File: src/rtl/evdemux_pkg.sv
// Shared definitions for the 4-way event demultiplexer.
// The load-mask helper is kept here so the top level and any future variants decode the destination the same way.
package evdemux_pkg;

  localparam int NUM_CH = 4;

  typedef logic [1:0] ch_sel_t;

  // Returns a one-hot mask for a unicast event, or all ones for a broadcast.
  function automatic logic [NUM_CH-1:0] ch_onehot(input ch_sel_t sel, input logic bcast);
    logic [NUM_CH-1:0] one;
    one = {{(NUM_CH-1){1'b0}}, 1'b1};
    return bcast ? {NUM_CH{1'b1}} : (one << sel);
  endfunction

endpackage

File: src/rtl/evdemux_channel.sv
// One output channel: a single registered entry, its free/refill logic, and a saturating delivered-event counter.
// state | meaning
// ------+------------------------------------------------
// EMPTY | no entry held; channel can accept a load
// FULL  | entry held on data; waiting for ready to drain it
module evdemux_channel
  import evdemux_pkg::*;
#(
  parameter int DATA_W = 8,
  parameter int CNT_W  = 16
) (
  input  logic              clk,
  input  logic              reset,
  input  logic              load,
  input  logic [DATA_W-1:0] load_data,
  input  logic              ready,
  output logic              valid,
  output logic [DATA_W-1:0] data,
  output logic [CNT_W-1:0]  count,
  output logic              free,
  output logic              next_valid
);

  localparam logic [0:0] ST_EMPTY = 1'b0;
  localparam logic [0:0] ST_FULL  = 1'b1;

  logic [0:0] state;
  logic       drain;

  assign valid = (state == ST_FULL);
  assign drain = valid & ready;
  // A draining channel counts as free so the next entry can land on the same edge.
  assign free  = ~valid | ready;
  assign next_valid = load | (valid & ~ready);

  always_ff @(posedge clk or negedge reset) begin
    if (!reset) begin
      state <= ST_EMPTY;
      data  <= '0;
      count <= '0;
    end else begin
      state <= next_valid ? ST_FULL : ST_EMPTY;
      if (load)
        data <= load_data;
      if (drain && (count != {CNT_W{1'b1}}))
        count <= count + 1'b1;
    end
  end

endmodule

File: src/rtl/event_demux_4output.sv
// Fans one valid/ready event stream out to four single-entry channels, unicast by in_sel or broadcast to all.
// A broadcast is accepted only when every channel can take it, so it never partially delivers.
module event_demux_4output
  import evdemux_pkg::*;
#(
  parameter int DATA_W = 8,
  parameter int CNT_W  = 16
) (
  input  logic                     clk,
  input  logic                     reset,
  input  logic                     in_valid,
  output logic                     in_ready,
  input  logic [DATA_W-1:0]        in_data,
  input  ch_sel_t                  in_sel,
  input  logic                     in_bcast,
  output logic [NUM_CH-1:0]        out_valid,
  input  logic [NUM_CH-1:0]        out_ready,
  output logic [NUM_CH*DATA_W-1:0] out_data,
  output logic [NUM_CH*CNT_W-1:0]  out_count,
  output logic                     any_valid
);

  logic [NUM_CH-1:0] free;
  logic [NUM_CH-1:0] next_valid;
  logic [NUM_CH-1:0] load_mask;
  logic              accept;

  assign in_ready  = in_bcast ? (&free) : free[in_sel];
  assign accept    = in_valid & in_ready;
  assign load_mask = ch_onehot(in_sel, in_bcast) & {NUM_CH{accept}};

  for (genvar k = 0; k < NUM_CH; k++) begin : g_ch
    evdemux_channel #(
      .DATA_W (DATA_W),
      .CNT_W  (CNT_W)
    ) u_ch (
      .clk        (clk),
      .reset      (reset),
      .load       (load_mask[k]),
      .load_data  (in_data),
      .ready      (out_ready[k]),
      .valid      (out_valid[k]),
      .data       (out_data[k*DATA_W +: DATA_W]),
      .count      (out_count[k*CNT_W +: CNT_W]),
      .free       (free[k]),
      .next_valid (next_valid[k])
    );
  end

  // Registered from next-state valids so it lines up with out_valid on the same edge.
  always_ff @(posedge clk or negedge reset) begin
    if (!reset)
      any_valid <= 1'b0;
    else
      any_valid <= |next_valid;
  end

endmodule

File: config.mk
export PLATFORM = sky130hd
export DESIGN_NAME = event_demux_4output
export DESIGN_NICKNAME = d
export VERILOG_FILES = /design/src/rtl/evdemux_pkg.sv /design/src/rtl/evdemux_channel.sv /design/src/rtl/event_demux_4output.sv
export SDC_FILE = /design/constraint.sdc
export NUM_CORES = 1
export LEC_CHECK = 0
export BUFFER_PORTS_ARGS = -buffer_cell sky130_fd_sc_hd__buf_2
export CORE_ASPECT_RATIO = 1.75
export CORE_MARGIN = 2
export CORE_UTILIZATION = 30
export DETAILED_ROUTE_END_ITERATION = 10
export GPL_TIMING_DRIVEN = 0
export PLACE_DENSITY_LB_ADDON = 0.2
export RECOVER_POWER = 100
export REMOVE_ABC_BUFFERS = 1
export SKIP_CTS_REPAIR_TIMING = 1
export SLEW_MARGIN = 25
export SYNTH_ARGS = -nofsm -noshare
export SYNTH_HDL_FRONTEND = slang
export SYNTH_SLANG_ARGS = --single-unit
File: constraint.sdc
create_clock -name clk -period 3.49 [get_ports clk]
set_clock_uncertainty 0.15 [all_clocks]
set_input_delay 0.5235 -clock clk [delete_from_list [all_inputs] [get_ports clk]]
set_output_delay 0.5235 -clock clk [all_outputs]
set_load 0.01 [all_outputs]
# Word level (Yosys, flattened, before mapping)

Index checks and enable logic that the tools add are counted.

Bits in registers: 101

$add $sub $neg: 4
Magnitude comparators: 1
Equal/unequal tests: 4
Shift-type cells: 1
Multiplexer cells: 8
Bitwise logic cells: 26
Reductions and logical operators: 6

Operator list:

| cell                                                                         | count |
|---|---|
| 16-bit by 1-bit adder with 16-bit output, second input constant              | 4 |
| 16-bit inequality test, second input constant                                | 4 |
| 1-bit bitwise AND                                                            | 9 |
| 1-bit NOT                                                                    | 8 |
| 1-bit OR                                                                     | 8 |
| 1-bit two-way mux                                                            | 6 |
| 4-bit bitwise AND                                                            | 1 |
| 1-bit logical AND                                                            | 4 |
| 4-bit two-way mux                                                            | 1 |
| 4-bit AND reduction                                                          | 1 |
| 4-bit OR reduction                                                           | 1 |
| 1-bit by 2-bit << shifter with 4-bit output, first input constant            | 1 |
| 2-bit by 3-bit less-than comparator with 1-bit output, second input constant | 1 |
| 1-bit binary-select mux with 2-bit select                                    | 1 |

# Longest topological paths before layout

Gate-level depths: netlist of the first run.

Depth after elaboration: 9
Mapped depth: 6
Depth with buffers taken out: 5

# By module

From an unflattened synthesis of the first run, not the netlist that was laid out.

Cell total of the unflattened synthesis: 402
Area total of the unflattened synthesis: 4792.1 um^2

By module, submodules not included:

| module              | instances | cells each | area each (um^2) |
|---|---|---|---|
| evdemux_channel     | 4         | 96         | 1159.9 |
| event_demux_4output | 1         | 18         | 152.6 |

# Worst setup path after synthesis of the first run

Ideal clock, no wire load.

Path kind: input -> register
From: input in_sel[1]
To: register g_ch[1].u_ch.data[0]
Arrival time: 1.961 ns
Required time: 3.215 ns
Setup slack: 1.254 ns
Stages: 5
Path through: buf_6 > nor4bb_2 > a311oi_4 > nor4b_4 > mux2_2

Word-level cells in the longest chain between the ends: 5

Ends and longest elaborated chain:

| what                                      | line                      | text |
|---|---|---|
| from (decl)                               | event_demux_4output.sv:14 | `input ch_sel_t in_sel,` |
| 1-bit binary-select mux with 2-bit select | event_demux_4output.sv:28 | `assign in_ready = in_bcast ? (&free) : free[in_sel];` |
| 1-bit two-way mux (implied by the code)   | event_demux_4output.sv:28 |  |
| 1-bit two-way mux                         | event_demux_4output.sv:28 |  |
| 1-bit bitwise AND                         | event_demux_4output.sv:29 | `assign accept = in_valid & in_ready;` |
| 4-bit bitwise AND (*)                     | event_demux_4output.sv:30 | `assign load_mask = ch_onehot(in_sel, in_bcast) & {NUM_CH{accept}};` |
| to (signal assigned)                      | evdemux_channel.sv:44     | `data <= load_data;` |
| to (decl)                                 | evdemux_channel.sv:18     | `output logic [DATA_W-1:0] data,` |

Every way passes the cells marked *; elsewhere a longest branch is shown, timed or not. The select of a mux whose other input is x is not followed.
A chain may end at the register's enable or synchronous reset.

# Worst setup path after layout of the first run

From: register g_ch[2].u_ch.state
To: register g_ch[1].u_ch.data[2]

Word-level cells in the longest chain between the ends: 7

Ends and longest elaborated chain:

| what                                      | line                      | text |
|---|---|---|
| from (decl)                               | evdemux_channel.sv:27     | `logic [0:0] state;` |
| from (signal assigned)                    | evdemux_channel.sv:42     | `state <= next_valid ? ST_FULL : ST_EMPTY;` |
| 1-bit NOT (*)                             | evdemux_channel.sv:33     | `assign free = ~valid \| ready;` |
| 1-bit OR (*)                              | evdemux_channel.sv:33     |  |
| 1-bit binary-select mux with 2-bit select | event_demux_4output.sv:28 |  |
| 1-bit two-way mux (implied by the code)   | event_demux_4output.sv:28 |  |
| 1-bit two-way mux (*)                     | event_demux_4output.sv:28 |  |
| 1-bit bitwise AND (*)                     | event_demux_4output.sv:29 |  |
| 4-bit bitwise AND (*)                     | event_demux_4output.sv:30 |  |

Marked as above.

==> qor.yml, run 1 <==
run_status:
  status: "finished, final reports clean"
die:
  die_h_um: 170
  die_w_um: 98.9
  io_pins: 120
  coreArea_sq_mm: 0.0154
  start_util_pct: 30.7
  die-area_sq_mm: 0.0168
  num_rows: 60
synthesis:
  synth_top_area_cell: "dfrtp_1"
  synth_seq_area_share_pct: 53.4
  syn_area_per_cell_sq_um: 11.7
  synth-edff-count: 0
  synth-seq-cells: 101
  synthesis.area_sq_mm: 0.00473
  synthCells: 403
  async_flop_share_pct: 100
  synth_top_area_share_pct: 53.4
  synth_ff_type: "dfrtp_1"
  yosysWarnings: 0
  synth.area.top_cells: "dfrtp_1 53%, mux2_2 9.0%, xnor2_1 7.6%"
  synth.distinct_cells: 53
timing:
  fin_crit_ns: 2.89
  drv_slew: 0
  slew_headroom_pct: 2.45
  hold_violations: 0
  fmax_mhz: 347
  worst_slew_pin_slew_ns: 1.46
  rsz0062_at_grt: "false"
  fin_tns_setup_ns: 0
  setup_violations: 0
  fin_crit_sh_pct: 82.7
placement:
  place_congestion: 0.858
  dp.final_hpwl_mm: 8.38
  io_buffer_count: 119
  dp.cells: 695
  place_area_sq_mm: 0.00551
cells_and_area:
  n_fill_cell: 1563
  final_common_cell: "clkbuf_1"
  finish.net_count: 543
  drive_gt1_share_pct: 14.6
  n_antenna_cell: 0
  final_area_sq_mm: 0.00566
  most-common-layout-cells: "102 x clkbuf_1, 101 x dfrtp_1, 41 x xnor2_1, 38 x mux2_2"
  syn2layout_area_growth_pct: 19.6
  fin_cells: 712
detailed_routing:
  ant_nets: 0
  wirelength_mm: 11.4
  drc: 0
  dr.pass1.iters: 4
  viasPerCell: 5.10
  vias: 3628
  drtIter0Drc: 110
  wl_per_cell_um: 16.0
cts:
  cts_tree: "done"
  clkSinkCount: 101
  clk_latency_ns: 0.34
  cts_inserted_buffers: 9
  cts-root-buf: "clkbuf_16"
  path_clk_slew_ns: 0.08
  cts_buffer_depth: 2
  cts_max_level: 3
setup_path:
  required_ns: 3.57
  crit_type: "flip-flop to flip-flop"
  worstPathArrival_ns: 2.96
  critPathCaptureType: "flip-flop"
  cp_max_fo: 9
  cp-start-kind: "flip-flop"
grt:
  grt_max_degree: 59
  grt_pass1_vias: 3645
  grt_pass1_wl_mm: 18.6
  antenna_found_initial: 0
  grt-ovfl-total: 0
  gr-usage-all-layers_pct: 13.7
power:
  p_per_area_mw_per_mm2: 610
  ir_worst_vdd_uv: 260
  leakagePower_nw: 2.27
hold_path:
  min_path_type: "input port to flip-flop"
run:
  maxCapViolCount: 0
-- flip-flops by register name (all words and copies together) (netlist names) --
register and count:
g_ch.u_ch.data 32, g_ch.u_ch.valid 4, any_valid 1, g_ch.u_ch.count 64
-- synthesized netlist by cell type, types with 5 or more instances --
cell	instances
nor3_1	5
inv_1	5
mux2_2	38
xnor2_1	41
nand2b_1	5
nand2_1	25
dfrtp_1	101
and2_1	6
nand4_1	25
and4_1	8
a21oi_1	5
and3_1	7
clkbuf_1	5
nand3_1	24
nor2_1	19
nor4_1	5
xor2_1	10
-- kinds of logic (layout without fill, tap and decap cells) --
group | after synthesis | after routing | share of synthesized area, %
flip-flops | 101 | 101 | 53.4
AO/OA/AOI/OAI | 41 | 41 | 6.69
XOR/XNOR | 51 | 51 | 9.44
buffers and inverters | 19 | 142 | 2.09
AND/OR/NAND/NOR | 148 | 148 | 18.0
multiplexers | 39 | 39 | 9.26
adder cells (fa/ha/maj) | 4 | 4 | 1.06
-- area by class of cell --
cell class / instances / area, sq um / area share, %
Clock buffer: 9 / 225 / 3.98
Clock inverter: 7 / 93.8 / 1.66
Inverter: 5 / 18.8 / 0.332
Multi-Input combinational cell: 283 / 2070 / 36.6
Sequential cell: 101 / 2530 / 44.7
Tap cell: 186 / 233 / 4.11
Timing Repair Buffer: 121 / 489 / 8.65
-- critical path, stage by stage (launching register included) --
cell      delay, ns
dfrtp_1        0.46
nor4bb_1       0.18
a311oi_1       0.51
nor4b_2        1.05
mux2_2         0.43
-- report_power, final --
part / switching, mW / total, mW / internal (mW)
clock network: 0.487 / 1.06 / 0.577
logic: 0.416 / 0.748 / 0.332
registers: 0.236 / 1.64 / 1.40
-- layer usage --
| layer | vias to the layer above | part of all wire [%] | GRT usage, % |
|---|---|---|---|
| met1 | 1810 | 39 | 15.5 |
| met4 | 0 | 1.9 | 5.42 |
| met2 | 90 | 54 | 24.7 |
| met5 | - | 0 | 0 |
| li1 | 1716 | - | - |
| met3 | 12 | 4.4 | 2.87 |
-- metrics by stage --
stage | utilization (%) | worst slack, ns | power (mW) | hold WS [ns]
global route | 36.8 | 0.469 | 3.67 | 0.288
global placement | 35.6 | 0.540 | 2.47 | 0.331
finish | 36.8 | 0.605 | 3.45 | 0.302
CTS | 37.9 | 0.898 | 3.59 | -0.0373
floorplan | - | 1.17 | 2.08 | 0.0779
detailed placement | 35.8 | 0.803 | 2.49 | 0.338
-- final timing paths --
check                                  startpoint                     end  slack (ns)  cells after the start
setup / recovery               g_ch[2].u_ch.valid    g_ch[1].u_ch.data[2]        0.60                      4
hold / removal                         in_data[6]    g_ch[3].u_ch.data[6]        0.30                      2
setup reg to reg               g_ch[2].u_ch.valid    g_ch[1].u_ch.data[2]        0.60                      4
hold reg to reg            g_ch[0].u_ch.count[14]  g_ch[0].u_ch.count[14]        0.35                      1
max in group asynchronous                   reset  g_ch[1].u_ch.count[12]        0.90                      3
min in group asynchronous                   reset  g_ch[3].u_ch.count[10]        0.53                      2
(Power assumes the default switching activity.)
==> inputs of run 2 (changes only) <==
- clock period: 3.49 -> 2.9 ns (I/O delays scaled with it)
==> qor.yml, run 2 (same netlist as run 1, synthesis figures left out) <==
run_status:
  status: "finished, final reports clean"
detailed_routing:
  wirelength_mm: 11.4  # -0.18%
  drc: 0  # unchanged
  drtIter0Drc: 125  # +14%
  dr.pass1.iters: 4  # unchanged
  ant_nets: 0  # unchanged
  viasPerCell: 5.09  # about the same
  vias: 3626  # -0.055%
  wl_per_cell_um: 16.0  # -0.18%
timing:
  slew_headroom_pct: 19.9  # +17 points
  fin_tns_setup_ns: 0  # unchanged
  hold_violations: 0  # unchanged
  setup_violations: 0  # unchanged
  fin_crit_sh_pct: 92.7  # +10 points
  worst_slew_pin_slew_ns: 1.20  # -0.265 ns
  drv_slew: 0  # unchanged
  fin_crit_ns: 2.69  # -0.196 ns
  fmax_mhz: 372  # +7.3%
  rsz0062_at_grt: "false"
grt:
  grt_max_degree: 59  # unchanged
  gr-usage-all-layers_pct: 13.7  # unchanged
  grt-ovfl-total: 0  # unchanged
  antenna_found_initial: 0  # unchanged
  grt_pass1_vias: 3645  # unchanged
  grt_pass1_wl_mm: 18.6  # unchanged
setup_path:
  crit_type: "flip-flop to flip-flop"
  required_ns: 2.98  # -0.59 ns
  critPathCaptureType: "flip-flop"
  worstPathArrival_ns: 2.77  # -0.19 ns
  cp-startpoint: "g_ch[3].u_ch.valid"
  regToRegStartpoint: "g_ch[3].u_ch.valid"
  cp-start-kind: "flip-flop"
  cp_max_fo: 9  # unchanged
run:
  maxCapViolCount: 0  # unchanged
cts:
  cts_max_level: 3  # unchanged
  clkSinkCount: 101  # unchanged
  cts_buffer_depth: 2  # unchanged
  cts-root-buf: "clkbuf_16"
  cts_tree: "done"
  cts_inserted_buffers: 9  # unchanged
  path_clk_slew_ns: 0.08  # about the same
  clk_latency_ns: 0.34  # about the same
die:
  die_h_um: 170  # unchanged
  coreArea_sq_mm: 0.0154  # unchanged
  start_util_pct: 30.7  # unchanged
  io_pins: 120  # unchanged
  die-area_sq_mm: 0.0168  # unchanged
  num_rows: 60  # unchanged
  die_w_um: 98.9  # unchanged
cells_and_area:
  top_register: "g_ch.u_ch.count"
  finish.net_count: 543  # unchanged
  n_fill_cell: 1561  # -0.13%
  most-common-layout-cells: "102 x clkbuf_1, 101 x dfrtp_1, 41 x xnor2_1, 38 x mux2_2"
  fin_cells: 712  # unchanged
  largest_reg_flops: 64  # unchanged
  syn2layout_area_growth_pct: 20.3
  n_antenna_cell: 0  # unchanged
  final_common_cell: "clkbuf_1"
  drive_gt1_share_pct: 14.8  # +0.19 points
placement:
  place_congestion: 0.858  # unchanged
  dp.final_hpwl_mm: 8.38  # unchanged
  dp.cells: 695  # unchanged
  io_buffer_count: 119  # unchanged
hold_path:
  min_path_type: "input port to flip-flop"
  hp-start: "in_data[6]"
power:
  ir_worst_vdd_uv: 312  # +20%
  p_per_area_mw_per_mm2: 731  # +20%
  leakagePower_nw: 2.28  # +0.41%
==> run 2: cell counts in the layout (fill, tap and decap cells not counted) <==
Identical to the previous run, type by type.
==> run 2: worst paths after layout <==
path | cells past startpoint | endpoint | slack, ns
max in group asynchronous | 3 | g_ch[1].u_ch.count[12] | 0.97
worst min register to register | 1 | g_ch[0].u_ch.count[14] | 0.35
worst max-delay path | 4 | g_ch[1].u_ch.data[2] | 0.21
worst min-delay path | 2 | g_ch[3].u_ch.data[6] | 0.21
min in group asynchronous | 2 | g_ch[3].u_ch.count[10] | 0.74
worst max register to register | 4 | g_ch[1].u_ch.data[2] | 0.21
==> run 2: cell type report <==
| type | instances | area, sq um | area share, % |
|---|---|---|---|
| Inverter | 5 | 18.8 | 0.330 |
| Multi-Input combinational cell | 283 | 2090 | 36.7 |
| Sequential cell | 101 | 2530 | 44.4 |
| Timing Repair Buffer | 121 | 505 | 8.88 |
| Tap cell | 186 | 233 | 4.09 |
| Clock inverter | 7 | 93.8 | 1.65 |
| Clock buffer | 9 | 225 | 3.96 |
==> run 2: worst max-delay path: stages (launching register included) <==
cell,delay (ns)
dfrtp_1,0.43
nor2b_1,0.20
a311oi_4,0.36
nor4b_2,1.01
mux2_2,0.43
==> run 2: metrics by stage <==
stage          area [sq um]  power, mW  setup WS [ns]  util (%)  hold WS (ns)
3_5_place_dp           5510       3.00          0.301      35.8         0.252
5_1_grt                5690       4.42         0.0995      37.0         0.199
6_report               5690       4.16          0.211      37.0         0.214
2_1_floorplan          4650       2.50          0.583         -       -0.0106
3_3_place_gp           5480       2.98         0.0386      35.6         0.331
4_1_cts                5830       4.32          0.377      37.9        -0.126
==> run 2: per-layer routing <==
layer,GRT usage [%],vias up,part of all wire [%]
met5,0,-,0
met4,5.42,0,1.9
met3,2.87,12,4.4
met2,24.7,91,54
met1,15.5,1811,40
li1,-,1712,-
==> run 2: power by group <==
part	internal [mW]	switching, mW	leakage, nW
clock network	0.695	0.587	0.153
registers	1.69	0.284	1.29
logic	0.404	0.503	0.834
total	2.79	1.37	2.28
